<file path="config.mk">
export PLATFORM = sky130hd
export DESIGN_NAME = csr_spi_bridge
export DESIGN_NICKNAME = d
export VERILOG_FILES = /design/src/rtl/csr_spi_bridge.sv
export SDC_FILE = /design/constraint.sdc
export NUM_CORES = 1
export LEC_CHECK = 0
export ABC_AREA = 1
export BUFFER_PORTS_ARGS = -buffer_cell sky130_fd_sc_hd__buf_2
export CAP_MARGIN = 20
export CORE_MARGIN = 1
export CORE_UTILIZATION = 61
export DETAILED_ROUTE_END_ITERATION = 12
export PLACE_DENSITY = 0.93
export SLEW_MARGIN = 20
export SYNTH_ARGS = -nofsm -noshare
export SYNTH_HDL_FRONTEND = slang
export SYNTH_SLANG_ARGS = --single-unit
</file>
<file path="constraint.sdc">
create_clock -name clk -period 4.4 [get_ports clk]
set_input_delay 0.44 -clock clk [delete_from_list [all_inputs] [get_ports clk]]
set_output_delay 0.44 -clock clk [all_outputs]
set_load 0.01 [all_outputs]
</file>
<file path="src/rtl/csr_spi_bridge.sv">
// csr_spi_bridge: SPI mode-0 slave that masters CSR byte accesses (ports: clk, rst, spi_sck_i/mosi_i/ss_n_i in, spi_miso_o out, addr_o/ack_o/data_o to CSR, data_i from CSR, busy_o frame in progress)
module csr_spi_bridge #(
  parameter int SYNC_STAGES = 2
) (
  input  logic        clk,
  input  logic        rst,
  input  logic        spi_sck_i,
  input  logic        spi_mosi_i,
  input  logic        spi_ss_n_i,
  output logic        spi_miso_o,
  output logic [11:0] addr_o,
  output logic        ack_o,
  output logic [7:0]  data_o,
  input  logic [7:0]  data_i,
  output logic        busy_o
);
  typedef enum logic [2:0] {IDLE, CMD, ADDR, WDATA, RDATA} state_t;
  state_t state, state_n;
  logic [SYNC_STAGES-1:0] sck_q, mosi_q, ss_q;
  logic sck_d, ss_d;
  logic sck_s, mosi_s, ss_s, rise, fall, ss_fall, done;
  logic [2:0] cnt;
  logic [6:0] rx;
  logic [7:0] byte_v, tx;
  logic [4:0] cmd;
  logic rd1, rd2;
  // ss chain resets low so an ss_n already low at reset release never looks like a falling edge
  always_ff @(posedge clk) begin
    if (rst) begin
      sck_q <= '0;
      mosi_q <= '0;
      ss_q <= '0;
      sck_d <= 1'b0;
      ss_d <= 1'b0;
    end else begin
      sck_q <= {sck_q[SYNC_STAGES-2:0], spi_sck_i};
      mosi_q <= {mosi_q[SYNC_STAGES-2:0], spi_mosi_i};
      ss_q <= {ss_q[SYNC_STAGES-2:0], spi_ss_n_i};
      sck_d <= sck_s;
      ss_d <= ss_s;
    end
  end
  assign sck_s = sck_q[SYNC_STAGES-1];
  assign mosi_s = mosi_q[SYNC_STAGES-1];
  assign ss_s = ss_q[SYNC_STAGES-1];
  assign rise = sck_s & ~sck_d;
  assign fall = ~sck_s & sck_d;
  assign ss_fall = ss_d & ~ss_s;
  assign byte_v = {rx, mosi_s};
  assign done = (state != IDLE) && rise && (cnt == 3'd7);
  always_ff @(posedge clk) state <= rst ? IDLE : state_n;
  // a byte completing together with ss_n rising is still processed by the datapath
  always_comb begin
    state_n = state;
    if (state == IDLE) state_n = ss_fall ? CMD : IDLE;
    else if (ss_s) state_n = IDLE;
    else if (done && state == CMD) state_n = ADDR;
    else if (done && state == ADDR) state_n = cmd[4] ? RDATA : WDATA;
  end
  always_ff @(posedge clk) begin
    if (rst) begin
      cnt <= '0;
      rx <= '0;
      cmd <= '0;
      addr_o <= '0;
      ack_o <= 1'b0;
      data_o <= '0;
      tx <= '0;
      rd1 <= 1'b0;
      rd2 <= 1'b0;
    end else begin
      ack_o <= done && state == WDATA;
      rd1 <= done && (state == RDATA || (state == ADDR && cmd[4]));
      rd2 <= rd1;
      if (done && state == WDATA) data_o <= byte_v;
      if (done && state == CMD) cmd <= {byte_v[7], byte_v[3:0]};
      // writes bump the address the cycle after the strobe, reads right after the byte
      if (done && state == ADDR) addr_o <= {cmd[3:0], byte_v};
      else if (ack_o || (done && state == RDATA)) addr_o <= addr_o + 12'd1;
      if (state == IDLE || ss_s) cnt <= '0;
      else if (rise) begin
        cnt <= cnt + 3'd1;
        rx <= byte_v[6:0];
      end
      // rd2 marks the cycle where data_i reflects the freshly driven address
      if (state != RDATA || ss_s) tx <= '0;
      else if (rd2) tx <= data_i;
      else if (fall && cnt != 3'd0) tx <= {tx[6:0], 1'b0};
    end
  end
  assign spi_miso_o = tx[7];
  assign busy_o = state != IDLE;
endmodule

</file>
==> flow_summary.yaml <==
synth:
  synthFlopType: "dfxtp_1"
  netlist_top_cells_count: "nand2_1 (74), dfxtp_1 (57), inv_1 (41)"
  ys_warn_count: 0
  syn_area_um2: 2560
  synth_seq_cells: 57
  synth_most_common_cell: "nand2_1"
  synth_compound_area_share_pct: 15.5
  synth_fp_nets: 372
  ys_seq_area_share_pct: 44.6
  post_synth_num_cell_types: 27
  netlist_instances: 355
  synth_fa_ha_area_share_pct: 1.96
  syn_avg_cell_area_um2: 7.20
  yosys-top-cells-area: "dfxtp_1 (45%), nand2_1 (11%), a21oi_1 (6.8%), inv_1 (6.0%), nor2_1 (4.8%)"
  synth_top_cell_area_share_pct: 44.6
  synthSimpleGateAreaFrac_pct: 27.3
  synth_xor_area_share_pct: 0.342
  synth_edf_count: 0
  synth_top_family_by_area: "simple AND/OR/NAND/NOR gates"
  synthMuxAreaShare_pct: 0
  synthArstFlopShare_pct: 0
  synth_area_leader_cell: "dfxtp_1"
timing:
  worst_pin_slew_ns: 0.726
  finalCritPeriodShare_pct: 39.0
  fin_crit_ns: 1.72
  tns_ns: 0
  hold_violations: 0
  finalSetupViolCount: 0
  skew_ns: 0.00625
  drv_slew: 0
  slew-limit-headroom_pct: 51.6
  setup_slack_ns: 2.68
  rsz0062_at_grt: "no"
  max_freq_ghz: 0.582
place:
  gp_congestion: 0.933
  dp_hpwl_mm: 3.65
  placed_cell_area_um2: 2720
  dpl_worst_slack_ns: 2.53
  port_buffers: 35
hold_path:
  hold_class: "primary input to flip-flop"
cts:
  clkSinkCount: 57
  cts_setup_buffers: 0
  cts_resized: 0
  clock_latency_ns: 0.34
  cts-buffers-inserted: 9
  clk_path_buf_depth: 2
  htreeDepth: 3
  cts_hold_buf: 0
  clkSlewWorstSetupHoldPaths_ns: 0.06
  cts_tree: "built"
  root_buffer: "clkbuf_8"
floorplanning:
  ios: 36
  start_util_pct: 63.9
  rows: 23
  core-area_um2: 4000
  die_w_um: 66.8
  die_y_um: 66.8
  die_area_um2: 4460
job:
  maxCapViolCount: 0
final_layout:
  layout.nets: 406
  drive_above_1_share_pct: 18.5
  fill_cells: 297
  syn2layout_area_growth_pct: 14.5
  final_util_pct: 73.2
  antenna_cells: 0
  final_area_um2: 2930
status:
  status: "completed"
critical_path:
  startpoint_type: "flip-flop"
  end_kind: "flip-flop"
  cp_max_fo: 13
  worst-endpoint-required_ns: 4.61
  arrival_ns: 1.93
  crit_type: "flip-flop to flip-flop"
routing:
  drc: 0
  wl_per_cell_um: 12.4
  vias: 2422
  first_pass_iters: 8
  drt_iter0_drc: 195
  ant_nets: 0
  vias_per_cell: 5.45
  wl_mm: 5.49
power:
  max-vdd-ir-drop_uv: 266
  p_leak_nw: 1.19
  p_per_area_nw_per_um2: 362
grt:
  grt_pass1_wl_mm: 8.95
  grt_max_degree: 31
  grt.overflow.total: 0
  track_usage_pct: 27.3
  grt_pass1_vias: 2027
  antenna_found_initial: 0
==> cell usage in the layout, fill, tap and decap left out, drive strengths merged <==
master  instances
ha              4
o21ai          34
a21oi          35
dfxtp          57
a31oi           8
xor2            1
inv            50
nand4           6
buf            35
clkbuf         14
bufinv          1
nor3            3
clkinv          1
nor2           39
nand3b          1
nand2          80
or2             1
nand3          24
==> routing by layer <==
layer / global-route usage [%] / vias to the layer above / wire [µm]
met3: 8.90 / 10 / 330
met5: 0 / - / 0
met1: 35.1 / 1117 / 2560
met4: 13.0 / 0 / 83
li1: - / 1214 / -
met2: 40.8 / 81 / 2520
==> cells by family after synthesis <==
family | Yosys count
fa+ha+maj | 4
simple gates | 154
flops | 57
compound gates | 77
xor+xnor | 1
buf+inv | 62
==> power by group <==
part	switching (mW)	total (mW)	leakage, nW	internal [mW]
logic	0.0151	0.0235	0.622	0.00842
registers	0.00283	0.523	0.460	0.520
clock network	0.205	0.512	0.107	0.307
==> per-stage QoR <==
stage               cells  hold WS, ns  power [mW]
global route          444        0.305        1.09
finish                444        0.295        1.06
CTS                   444        0.288        1.07
detailed placement    428        0.395       0.557
floorplan             355        0.388       0.549
global placement      428        0.389       0.556
==> area by class of cell <==
type	count	area [µm²]	share of cell area (%)
clock buffers	14	173	5.90
clock inverters	2	35.0	1.20
inverters	50	188	6.41
multi-input cells	236	1150	39.4
flip-flops and latches	57	1140	39.0
well taps	50	62.6	2.14
repair buffers	35	175	5.98
==> final timing paths <==
path	start	slack [ns]	end	cells past startpoint
max	cnt[1]	2.68	cmd[3]	7
min	spi_mosi_i	0.30	mosi_q[0]	3
max reg2reg	cnt[1]	2.68	cmd[3]	7
min reg2reg	rd1	0.40	rd2	2
==> registers in the layout, summed over array words and instances (netlist names) <==
register	cells
ack_o	1
addr_o	12
cmd	5
cnt	3
data_o	8
mosi_q	2
rd1	1
rd2	1
rx	7
sck_d	1
sck_q	2
ss_d	1
ss_q	2
state	3
tx	8
==> worst max-delay path: stages, from the launching register on <==
cell and delay, ns:
dfxtp_1 0.35, ha_1 0.15, ha_1 0.16, inv_1 0.07
nor2_4 0.18, nand3_1 0.33, o21ai_0 0.28, a21oi_1 0.06
(Power assumes the default switching activity.)
